`config.mk`:
```
export PLATFORM = sky130hd
export DESIGN_NAME = frac_n_divider_flat
export DESIGN_NICKNAME = d
export VERILOG_FILES = /design/src/rtl/frac_n_pkg.sv /design/src/rtl/frac_n_divider_if.sv /design/src/rtl/frac_n_divider_div_modulus.sv /design/src/rtl/frac_n_divider.sv /design/src/flat_wrapper.sv
export SDC_FILE = /design/constraint.sdc
export NUM_CORES = 1
export LEC_CHECK = 0
export BUFFER_PORTS_ARGS = -buffer_cell sky130_fd_sc_hd__buf_2
export CAP_MARGIN = 15
export CORE_AREA = 2 2 66 68
export CTS_CLUSTER_DIAMETER = 100
export DETAILED_ROUTE_END_ITERATION = 10
export DIE_AREA = 0 0 68 70
export HOLD_SLACK_MARGIN = 0.05
export SLEW_MARGIN = 10
export SYNTH_ARGS = -nofsm -noshare
export SYNTH_HDL_FRONTEND = slang
export SYNTH_SLANG_ARGS = --single-unit
```
`constraint.sdc`:
```
create_clock -name clk -period 4.6 [get_ports clk]
set_input_delay 0.92 -clock clk [delete_from_list [all_inputs] [get_ports clk]]
set_output_delay 0.92 -clock clk [all_outputs]
set_load 0.02 [all_outputs]
```
`src/rtl/frac_n_pkg.sv`:
```
// frac_n_pkg: shared state type and constants for the fractional-N feedback divider
package frac_n_pkg;
  typedef enum logic {IDLE, COUNT} state_t;
  localparam int DN_BITS = 4;
  localparam int MIN_DIV_DEF = 4;
endpackage

```
`src/rtl/frac_n_divider_if.sv`:
```
// frac_n_divider_if: modulator-side bundle (enable, n_int, dn in; div_pulse, div_clk, dn_take, clamped out)
interface frac_n_divider_if
  import frac_n_pkg::*;
#(
  parameter int NBITS = 8
);
  logic enable;
  logic [NBITS-1:0] n_int;
  logic [DN_BITS-1:0] dn;
  logic div_pulse;
  logic div_clk;
  logic dn_take;
  logic clamped;
  modport master (output enable, n_int, dn, input div_pulse, div_clk, dn_take, clamped);
  modport slave (input enable, n_int, dn, output div_pulse, div_clk, dn_take, clamped);
endinterface

```
`src/rtl/frac_n_divider_div_modulus.sv`:
```
// div_modulus: m = n_int + signed dn, clamped up to MIN_DIV (clamp_hit flags it); ports n_int, dn in; m, clamp_hit out
module div_modulus
  import frac_n_pkg::*;
#(
  parameter int NBITS = 8,
  parameter int MIN_DIV = MIN_DIV_DEF
) (
  input  logic [NBITS-1:0]   n_int,
  input  logic [DN_BITS-1:0] dn,
  output logic [NBITS:0]     m,
  output logic               clamp_hit
);
  localparam logic signed [NBITS+1:0] MIN_S = (NBITS+2)'(MIN_DIV);
  logic signed [NBITS+1:0] sum;
  assign sum = $signed({2'b00, n_int}) + $signed({{(NBITS+2-DN_BITS){dn[DN_BITS-1]}}, dn});
  assign clamp_hit = sum < MIN_S;
  assign m = clamp_hit ? (NBITS+1)'(MIN_DIV) : sum[NBITS:0];
endmodule

```
`src/rtl/frac_n_divider.sv`:
```
// frac_n_divider: N+dn multi-modulus divider; ports clk, rst_n, bus (enable, n_int, dn in; div_pulse, div_clk, dn_take, clamped out)
module frac_n_divider
  import frac_n_pkg::*;
#(
  parameter int NBITS = 8,
  parameter int MIN_DIV = MIN_DIV_DEF
) (
  input logic clk,
  input logic rst_n,
  frac_n_divider_if.slave bus
);
  state_t state;
  logic [NBITS:0] cnt, half, m, cnt_dec;
  logic hit, pulse, dclk, take, clmp;
  assign cnt_dec = cnt - (NBITS+1)'(1);
  div_modulus #(.NBITS(NBITS), .MIN_DIV(MIN_DIV)) u_mod (
    .n_int(bus.n_int),
    .dn(bus.dn),
    .m(m),
    .clamp_hit(hit)
  );
  always_ff @(posedge clk or negedge rst_n)
    if (!rst_n) begin
      state <= IDLE;
      cnt <= '0;
      half <= '0;
      pulse <= 1'b0;
      dclk <= 1'b0;
      take <= 1'b0;
      clmp <= 1'b0;
    end else if (!bus.enable) begin
      state <= IDLE;
      cnt <= '0;
      half <= '0;
      pulse <= 1'b0;
      dclk <= 1'b0;
      take <= 1'b0;
      clmp <= 1'b0;
    end else if (state == IDLE || cnt == '0) begin
      state <= COUNT;
      cnt <= m - (NBITS+1)'(1);
      half <= m >> 1;
      pulse <= state == COUNT;
      dclk <= 1'b1;
      take <= 1'b1;
      clmp <= hit;
    end else begin
      cnt <= cnt_dec;
      dclk <= cnt_dec >= half;
      pulse <= 1'b0;
      take <= 1'b0;
      clmp <= 1'b0;
    end
  assign bus.div_pulse = pulse;
  assign bus.div_clk = dclk;
  assign bus.dn_take = take;
  assign bus.clamped = clmp;
endmodule
```
`src/flat_wrapper.sv`:
```
// flat-port wrapper written by rule: the top's interface ports become plain ports
module frac_n_divider_flat import frac_n_pkg::*;
#(
  parameter int NBITS = 8,
  parameter int MIN_DIV = MIN_DIV_DEF
)
  (clk, rst_n, bus_enable, bus_n_int, bus_dn, bus_div_pulse, bus_div_clk, bus_dn_take, bus_clamped);
  frac_n_divider_if #(.NBITS(NBITS)) bus_i ();
  input logic clk;
  input logic rst_n;
  input wire logic [$bits(bus_i.enable)-1:0] bus_enable;
  input wire logic [$bits(bus_i.n_int)-1:0] bus_n_int;
  input wire logic [$bits(bus_i.dn)-1:0] bus_dn;
  output wire logic [$bits(bus_i.div_pulse)-1:0] bus_div_pulse;
  output wire logic [$bits(bus_i.div_clk)-1:0] bus_div_clk;
  output wire logic [$bits(bus_i.dn_take)-1:0] bus_dn_take;
  output wire logic [$bits(bus_i.clamped)-1:0] bus_clamped;
  assign bus_i.enable = bus_enable;
  assign bus_i.n_int = bus_n_int;
  assign bus_i.dn = bus_dn;
  assign bus_div_pulse = bus_i.div_pulse;
  assign bus_div_clk = bus_i.div_clk;
  assign bus_dn_take = bus_i.dn_take;
  assign bus_clamped = bus_i.clamped;
  frac_n_divider #(.NBITS(NBITS), .MIN_DIV(MIN_DIV)) u_core (.clk(clk), .rst_n(rst_n), .bus(bus_i));
endmodule
```
==> metrics.csv, run 1 <==
stage;metric;value;unit
synth;cell count after synthesis;195;
clock_network;CTS tree;built;
status;status;finished clean;
critical_path;critical path peak fanout;8;
cells_and_area;area grow syn2layout;11.7;%
cells_and_area;register area;551;sq um
synth;YS warnings;0;
route;Vias;1406;
placed_design;Final Wtd Congestion;0.776;
critical_path;required time worst endpoint;4800;ps
route;Routed WL;3.74;mm
route;vias per cell;5.27;
power;Pwr Density;453;nW/um^2
placed_design;IO Port Bufs;18;
clock_network;cells resized by post-CTS repair;0;
clock_network;clock-pin slew on the worst setup and hold paths;80;ps
critical_path;CP startpoint kind;input port;
global_routing;met3 usage;1.45;%
synth;syn avg cell area;9.00;sq um
route;DRT Pass-1 Iters;4;
synth;Top FF cell, synth;dfrtp_1;
clock_network;clock buffer depth;2;
cells_and_area;final core utilization;47.3;%
sta;RSZ-0062 raised after global routing;false;
route;1st-iter DRT viols;50;
floorplanning;Die Ht;70;microns
global_routing;GR Layer Usage met2;28.6;%
critical_path;cell depth of the worst flop-to-flop path;8;
clock_network;cts bufs inserted;3;
placed_design;hpwl dp;3.02;mm
placed_design;Place WS;636;ps
critical_path;WS Path Type;input port to register;
cells_and_area;area occupied by multi-input gates;1140;sq um
clock_network;Hold-fix buffers, CTS;0;
cells_and_area;Net count, final;251;
clock_network;Clk Latency, worst-skew pair;260;ps
sta;measured slew at the worst slew-check pin;902;ps
sta;Rel. slew slack;39.8;%
synth;cell area after synthesis;1750;sq um
power;Leak Pwr;0.897;nW
global_routing;gr usage total;17.1;%
critical_path;r2r setup slk;2370;ps
global_routing;vias in the first global route;1385;
floorplanning;IO Pins;19;
global_routing;total gr overflow;0;
sta;worst setup margin;881;ps
synth;Syn Nets;230;
route;routed len/inst;14.0;microns
floorplanning;Initial Utilization;42.3;%
min_path;Hold Path Cell Cnt;1;
clock_network;Clock Sinks;22;
power;Worst VDD drop;0.144;mV
route;residual DRC count;0;
sta;Setup-failing EPs final;0;
cells_and_area;FILL cells;406;
clock_network;post-CTS setup buffers;0;
run;Max Cap Viol;0;
sta;max-slew violations;0;
floorplanning;core area;4140;sq um
critical_path;Crit. End Element;register;
critical_path;Worst Path Arrival;3920;ps
sta;endpoints failing hold;0;
global_routing;grt met1 use;22.1;%
sta;setup_tns;0;ps
global_routing;initial antenna violation count;0;
global_routing;first-pass GRT wire length;6.18;mm
synth;Synth async-reset ratio;100;%
sta;Final Cycle Share;80.8;%
min_path;Hold Crit Class;register to register;
sta;Achievable Freq;0.269;GHz
floorplanning;Die Span X;68;microns
synth;post-synthesis sequential area ratio;31.4;%
global_routing;busiest grt layer;met2;
route;antenna-violating nets left;0;
synth;#FFs+latches synth;22;
global_routing;largest net degree at the start of global routing;23;
synth;Cell variety after synth;44;
floorplanning;area of the die;4760;sq um
cells_and_area;layout cells sized above 1;16.3;%
synth;number of enable flip-flop cells after synthesis;0;
clock_network;CTS root buf;clkbuf_8;
clock_network;CTS H-tree lvls;1;
sta;Clock Skew;2.38;ps
floorplanning;Site Rows;24;
cells_and_area;Antenna Cells;0;
sta;crit path time final;3720;ps
[sequential cells by signal (all words and copies together) (netlist names)]
name,cells
u_core.cnt,9
u_core.half,8
u_core.bus.clamped,1
u_core.bus.div_clk,1
u_core.bus.div_pulse,1
u_core.bus.dn_take,1
u_core.state,1
[cells in the mapped netlist, drive strengths merged, types with 3 or more instances]
master	n	area [sq um]
nand3	6	30.0
nor2	14	52.6
o21ai	18	90.1
inv	14	52.6
nand3b	4	42.5
xnor2	12	113
a22o	5	43.8
a21oi	11	62.6
o31a	3	28.8
nor3	7	51.3
xor2	6	52.6
dfrtp	22	551
ha	19	238
nor2b	4	25.0
nand2	19	71.3
[per-layer routing]
layer / part of all wire (%) / wire, microns
met5: 0 / 0
met1: 46 / 1730
met4: 1.9 / 70
met3: 2.1 / 77
met2: 50 / 1850
[cells by family after synthesis]
logic type | count (synthesis) | synth area share [%]
and+or+nand+nor | 65 | 20.4
buffers and inverters | 17 | 3.71
xor gates and xnor gates | 18 | 9.42
muxes | 1 | 0.571
DFF | 22 | 31.4
AOI/OAI and AO/OA | 52 | 19.8
adders and majority gates | 20 | 14.7
[final timing paths]
path                           startpoint        endpoint
min in group asynchronous           rst_n  u_core.half[1]
max in group asynchronous           rst_n   u_core.cnt[8]
min                        u_core.half[3]  u_core.half[3]
max                             bus_dn[0]   u_core.cnt[2]
max reg2reg                 u_core.cnt[2]   u_core.cnt[6]
min reg2reg                u_core.half[3]  u_core.half[3]
[power breakdown]
part	switching, mW	internal, mW	total (mW)	leakage [nW]
logic	0.274	0.205	0.479	0.578
registers	0.0301	0.239	0.269	0.291
clock network	0.0631	0.0763	0.139	0.0288
total	0.368	0.520	0.887	0.897
[through the flow]
stage / area (sq um) / std cells / power (mW) / hold WS (ps)
floorplan: 1750 / 195 / 0.637 / 473
finish: 1960 / 267 / 0.887 / 509
detailed placement: 1900 / 263 / 0.754 / 496
global placement: 1900 / 263 / 0.749 / 495
global route: 1960 / 267 / 0.975 / 533
CTS: 1960 / 267 / 0.896 / 514
[critical path, cell delays in order]
cell and delay [ps]:
buf_2 100, ha_1 220, fa_1 450, a21o_1 200
a21oi_2 170, o211ai_1 100, a21oi_1 200, xnor2_1 340
o31a_2 270, nand2_1 60, ha_1 250, or4_1 540
nand3_1 90
[area by class of cell]
| class | count | share of cell area [%] |
|---|---|---|
| flip-flops and latches | 22 | 28.1 |
| multi-input cells | 156 | 58.1 |
| inverters | 14 | 2.68 |
| clock buffers | 4 | 2.81 |
| well taps | 52 | 3.32 |
| repair buffers | 19 | 4.98 |
[cell usage in the layout (no fill, tap or decap), types with 3 or more instances in the layout]
cell,n
o21ai_0,16
nor3_1,5
xnor2_1,11
a21oi_1,9
clkbuf_8,4
ha_1,19
xor2_1,6
nand3_1,6
nor2_1,14
nor2b_1,4
buf_2,18
nand3b_1,3
dfrtp_1,22
inv_1,14
nand2_1,19
a22o_1,5
No activity file was read; power rests on OpenSTA's default activity.
==> inputs of run 2 (changes only) <==
==> constraint.sdc (replaced) <==
create_clock -name clk -period 3.2 [get_ports clk]
set_input_delay 0.64 -clock clk [delete_from_list [all_inputs] [get_ports clk]]
set_output_delay 0.64 -clock clk [all_outputs]
set_load 0.02 [all_outputs]
==> run 2 against run 1 <==
Compared with the run above: sequential power grew 43%; sequential cell count unchanged; final cell count up 6.7%; total power up 47%; global-route usage increased by 0.72 points; non-clock buffer count up 19; utilization up 3.4 points; clock skew hardly changed; critical path type unchanged; largest cell class unchanged; highest routed layer unchanged.
==> metrics.csv, run 2 (synthesis results as in run 1) <==
stage;metric;value;unit
status;status;finished clean;
global_routing;total gr overflow;0;
critical_path;beginning of the worst register-to-register path;u_core.cnt[2];
critical_path;Crit. Startpoint;bus_dn[0];
clock_network;Clock Sinks;22;
sta;max-slew violations;0;
clock_network;CTS H-tree lvls;1;
sta;Final Cycle Share;93.2;%
clock_network;CTS root buf;clkbuf_8;
global_routing;gr usage total;17.8;%
route;antenna-violating nets left;0;
critical_path;critical path peak fanout;4;
critical_path;cell depth of the worst flop-to-flop path;8;
critical_path;required time worst endpoint;3340;ps
global_routing;vias in the first global route;1484;
route;Routed WL;3.93;mm
critical_path;crit-path cells;buf_2 -> ha_1 -> buf_4 -> a211oi_2 -> nor2_1 -> mux2i_1 -> nor3_4 -> nand3b_4 -> o31a_2 -> nand2_1 -> ha_1 -> nand2_1 -> nor2_1 -> xnor2_1 -> o21ai_0;
placed_design;Placed Instance Area;2060;sq um
power;Worst VDD drop;0.280;mV
route;vias per cell;5.33;
critical_path;family with the most delay on the worst path;simple AND/OR/NAND/NOR gates;
cells_and_area;Reg with most FFs;u_core.cnt;
critical_path;Buf/Inv on CP;2;
cells_and_area;area grow syn2layout;19.8;%
cells_and_area;most frequent cells in the layout;dfrtp_1, buf_4, nand2_1, ha_1, buf_2;
route;DRT Pass-1 Iters;4;
clock_network;post-CTS setup buffers;0;
clock_network;Hold-fix buffers, CTS;0;
power;Leak Pwr;0.987;nW
sta;measured slew at the worst slew-check pin;549;ps
sta;Achievable Freq;0.335;GHz
critical_path;WS Path Type;input port to register;
global_routing;initial antenna violation count;0;
cells_and_area;Finished Cell Area;2100;sq um
sta;RSZ-0062 raised after global routing;false;
route;routed len/inst;13.8;microns
power;Power Total;1.31;mW
floorplanning;area of the die;4760;sq um
floorplanning;core area;4140;sq um
clock_network;CTS tree;built;
cells_and_area;FILL cells;406;
floorplanning;IO Pins;19;
cells_and_area;most common cell after layout, fill and taps aside;dfrtp_1;
placed_design;hpwl dp;3.25;mm
critical_path;Worst Path Arrival;3120;ps
critical_path;CP peak stage delay;340;ps
cells_and_area;biggest regs;u_core.cnt x9, u_core.half x8;
placed_design;Final Wtd Congestion;0.852;
clock_network;cts bufs inserted;3;
run;Max Cap Viol;0;
power;Pwr Density;623;nW/um^2
clock_network;clock buffer depth;2;
global_routing;first-pass GRT wire length;6.56;mm
global_routing;largest net degree at the start of global routing;23;
route;Vias;1519;
sta;crit path time final;2980;ps
cells_and_area;Net count, final;270;
clock_network;Clk Latency, worst-skew pair;260;ps
cells_and_area;layout cells sized above 1;24.0;%
critical_path;Critical Path Slowest Stage Cell;a211oi_2;
clock_network;cells resized by post-CTS repair;0;
cells_and_area;max reg flops;9;
sta;endpoints failing hold;0;
sta;setup_tns;0;ps
critical_path;Crit. End Element;register;
sta;Setup-failing EPs final;0;
placed_design;IO Port Bufs;18;
floorplanning;Die Span X;68;microns
floorplanning;Die Ht;70;microns
route;residual DRC count;0;
floorplanning;Site Rows;24;
clock_network;clock-pin slew on the worst setup and hold paths;80;ps
sta;Clock Skew;2.46;ps
route;1st-iter DRT viols;77;
critical_path;Crit path depth;15;
critical_path;CP startpoint kind;input port;
floorplanning;Initial Utilization;42.3;%
sta;Rel. slew slack;63.1;%
min_path;Hold Crit Class;input port to async pin;
cells_and_area;Antenna Cells;0;
run 2: changes by cell type in the layout (fill, tap and decap cells not counted), sizes merged:
cell    delta
buf       +19
clkbuf     -1
run 2: through the flow:
step | hold slack [ps] | utilization (%) | worst slack, ps | std cells
floorplan | 344 | - | 17.3 | 195
global placement | 492 | 49.7 | -43.4 | 282
detailed placement | 499 | 49.7 | -85.7 | 282
CTS | 350 | 50.7 | 184 | 285
global route | 365 | 50.7 | 38.9 | 285
finish | 331 | 50.7 | 219 | 285
run 2: path summary, 6_finish.rpt:
kind,to,slack [ps]
worst max register to register,u_core.half[3],930
min in group clk,u_core.half[2],520
max in group asynchronous,u_core.half[5],2540
worst max-delay path,u_core.cnt[4],220
worst min-delay path,u_core.bus.div_pulse,330
worst min register to register,u_core.half[2],520
run 2: worst register-to-register path: stages, from the launching register on:
cell and delay (ps):
dfrtp_1 430, nor3_1 340, nand4b_1 230, o21ai_0 200, nand2_1 180, inv_1 210, and2_1 230, o31a_2 220
a22o_1 150
run 2: cell type report:
| class | count | area, sq um | share of cell area, % |
|---|---|---|---|
| clock buffers | 3 | 41.3 | 1.96 |
| inverters | 14 | 52.6 | 2.50 |
| multi-input cells | 156 | 1150 | 54.8 |
| flip-flops and latches | 22 | 551 | 26.2 |
| well taps | 52 | 65.1 | 3.10 |
| repair buffers | 38 | 240 | 11.4 |
run 2: report_power, final:
part,internal [mW],total [mW],switching [mW]
registers,0.343,0.386,0.0433
logic,0.335,0.749,0.414
clock network,0.0841,0.174,0.0896
total,0.762,1.31,0.547
run 2: per-layer routing:
layer  up-vias  GRT usage (%)  routed length, microns
li1        766              -                       -
met1       723           24.1                    1810
met2        26           29.9                    1970
met3         4          0.966                      92
met4         0           5.56                      46
met5         -              0                       0
==> inputs of run 3 (changes only) <==
--- a/config.mk
+++ b/config.mk
@@ -12,6 +12,7 @@
 export DETAILED_ROUTE_END_ITERATION = 10
 export DIE_AREA = 0 0 68 70
 export HOLD_SLACK_MARGIN = 0.05
+export PLACE_DENSITY = 0.72
 export SLEW_MARGIN = 10
 export SYNTH_ARGS = -nofsm -noshare
 export SYNTH_HDL_FRONTEND = slang
==> run 3 against run 2 <==
Compared with the run above: count of clock-buffer cells in the layout grew 1; utilization is essentially flat; register-to-register slack is essentially flat; clock skew grew 0.95 ps; global-route usage shrank 0.79 points; first-iteration DRC count shrank 9.1%; via count shrank 1.6%; maximum frequency grew 0.63%; critical path depth is the same; total power grew 1.4%; wire length shrank 3.0%; critical endpoint unchanged; largest cell class unchanged.
==> metrics.csv, run 3 (synthesis results as in run 1) <==
stage;metric;value;unit
status;status;finished clean;
sta;RSZ-0062 raised after global routing;false;
route;residual DRC count;0;
floorplanning;Initial Utilization;42.3;%
cells_and_area;most common cell after layout, fill and taps aside;dfrtp_1;
clock_network;cells resized by post-CTS repair;0;
clock_network;post-CTS setup buffers;0;
power;switching part of the total power;41.0;%
sta;endpoints failing hold;0;
sta;Rel. slew slack;39.1;%
route;Routed WL;3.81;mm
sta;Setup-failing EPs final;0;
sta;measured slew at the worst slew-check pin;912;ps
clock_network;CTS tree;built;
route;1st-iter DRT viols;70;
critical_path;reg2reg end;u_core.half[3];
run;Max Cap Viol;0;
sta;hold slack;326;ps
cells_and_area;area grow syn2layout;19.8;%
min_path;Hold Crit Class;input port to async pin;
floorplanning;IO Pins;19;
critical_path;critical path peak fanout;4;
floorplanning;area of the die;4760;sq um
critical_path;WS Path Type;input port to register;
cells_and_area;FILL cells;382;
sta;Clock Skew;3.41;ps
critical_path;Worst Path Arrival;3100;ps
route;Vias;1495;
cells_and_area;Net count, final;268;
cells_and_area;Finished Layout Cells;284;
power;clock share of power;14.9;%
power;Worst VDD drop;0.232;mV
floorplanning;Site Rows;24;
route;DRT Pass-1 Iters;4;
critical_path;Buf/Inv on CP;2;
cells_and_area;most frequent cells in the layout;dfrtp_1, nand2_1, ha_1, buf_2, buf_4;
sta;Final Cycle Share;92.6;%
placed_design;IO Port Bufs;18;
power;cell internal pwr;783;uW
sta;Achievable Freq;0.338;GHz
critical_path;required time worst endpoint;3340;ps
clock_network;clock-pin slew on the worst setup and hold paths;80;ps
clock_network;CTS root buf;clkbuf_8;
global_routing;first-pass GRT wire length;6.31;mm
placed_design;hpwl dp;3.10;mm
global_routing;total gr overflow;0;
critical_path;CP startpoint kind;input port;
floorplanning;Die Ht;70;microns
route;antenna-violating nets left;0;
global_routing;vias in the first global route;1469;
critical_path;CP peak stage delay;330;ps
sta;crit path time final;2960;ps
sta;max-slew violations;0;
critical_path;Critical Path Slowest Stage Cell;a211oi_2;
placed_design;Final Wtd Congestion;0.848;
cells_and_area;max reg flops;9;
power;combinational fraction of design power;55.9;%
power;sw power;544;uW
cells_and_area;biggest regs;u_core.cnt x9, u_core.half x8;
global_routing;largest net degree at the start of global routing;23;
global_routing;initial antenna violation count;0;
placed_design;Placed Instance Area;2050;sq um
clock_network;Clk Latency, worst-skew pair;260;ps
cells_and_area;Finished Cell Area;2100;sq um
critical_path;crit-path cells;buf_2 -> ha_1 -> buf_4 -> a211oi_2 -> nor2_1 -> mux2i_1 -> nor3_4 -> nand3b_4 -> o31a_2 -> nand2_1 -> ha_1 -> nand2_1 -> nor2_1 -> xnor2_1 -> o21ai_0;
cells_and_area;register area;551;sq um
cells_and_area;final core utilization;50.7;%
critical_path;cell depth of the worst flop-to-flop path;8;
critical_path;beginning of the worst register-to-register path;u_core.cnt[2];
critical_path;Crit. End Element;register;
clock_network;Hold-fix buffers, CTS;0;
cells_and_area;area occupied by multi-input gates;1150;sq um
global_routing;gr usage total;17.0;%
placed_design;Placed Instances;280;
route;vias per cell;5.26;
power;Flop pwr share;29.1;%
clock_network;cts bufs inserted;3;
power;Leak Pwr;0.984;nW
cells_and_area;Antenna Cells;0;
cells_and_area;Reg with most FFs;u_core.cnt;
floorplanning;core area;4140;sq um
route;routed len/inst;13.4;microns
clock_network;CTS H-tree lvls;1;
clock_network;clock buffer depth;2;
critical_path;family with the most delay on the worst path;simple AND/OR/NAND/NOR gates;
clock_network;Clock Sinks;22;
cells_and_area;layout cells sized above 1;23.7;%
floorplanning;Die Span X;68;microns
critical_path;r2r setup slk;920;ps
sta;setup_tns;0;ps
power;Pwr Density;632;nW/um^2
## run 3: cell types whose count changed in the layout (fill, tap and decap cells not counted)
cell | before | now
clkbuf_8 | 3 | 4
buf_4 | 20 | 18
## run 3: power groups by stage
| stage | Combinational [mW] | Clock (mW) | Sequential, mW |
|---|---|---|---|
| 6_report | 0.742 | 0.198 | 0.386 |
| 2_1_floorplan | 0.520 | 0 | 0.399 |
| 3_3_place_gp | 0.714 | 0 | 0.389 |
| 5_1_grt | 0.840 | 0.218 | 0.395 |
| 4_1_cts | 0.745 | 0.203 | 0.387 |
| 3_5_place_dp | 0.737 | 0 | 0.392 |
## run 3: worst max-delay path by stage
| stage | from | to | slack, ps | cells past startpoint |
|---|---|---|---|---|
| 2_1_floorplan | bus_dn[0] | u_core.cnt[2] | 20 | 12 |
| 3_3_place_gp | bus_dn[0] | u_core.cnt[4] | -3 | 15 |
| 3_5_place_dp | bus_dn[0] | u_core.cnt[4] | -50 | 15 |
| 4_1_cts | bus_dn[0] | u_core.cnt[4] | 240 | 15 |
| 5_1_grt | bus_dn[3] | u_core.cnt[2] | 40 | 11 |
| 6_report | bus_dn[0] | u_core.cnt[4] | 240 | 15 |
## run 3: layout make-up
type	instances	share of cell area [%]
multi-input combinational	156	54.9
sequential	22	26.2
timing repair buffer	36	10.7
tap	52	3.10
clock buffer	4	2.62
inverter	14	2.50
## run 3: through the flow
stage | setup WS (ps) | power (mW)
after CTS | 235 | 1.33
after global placement | -3.28 | 1.10
final | 237 | 1.33
after global routing | 44.0 | 1.45
after floorplan | 17.3 | 0.919
after detailed placement | -48.9 | 1.13
## run 3: layer usage
layer | global-route usage (%) | part of all wire, %
met5 | 0 | 0
met4 | 6.22 | 1.7
met3 | 1.45 | 2.4
met2 | 29.4 | 50
met1 | 21.4 | 45
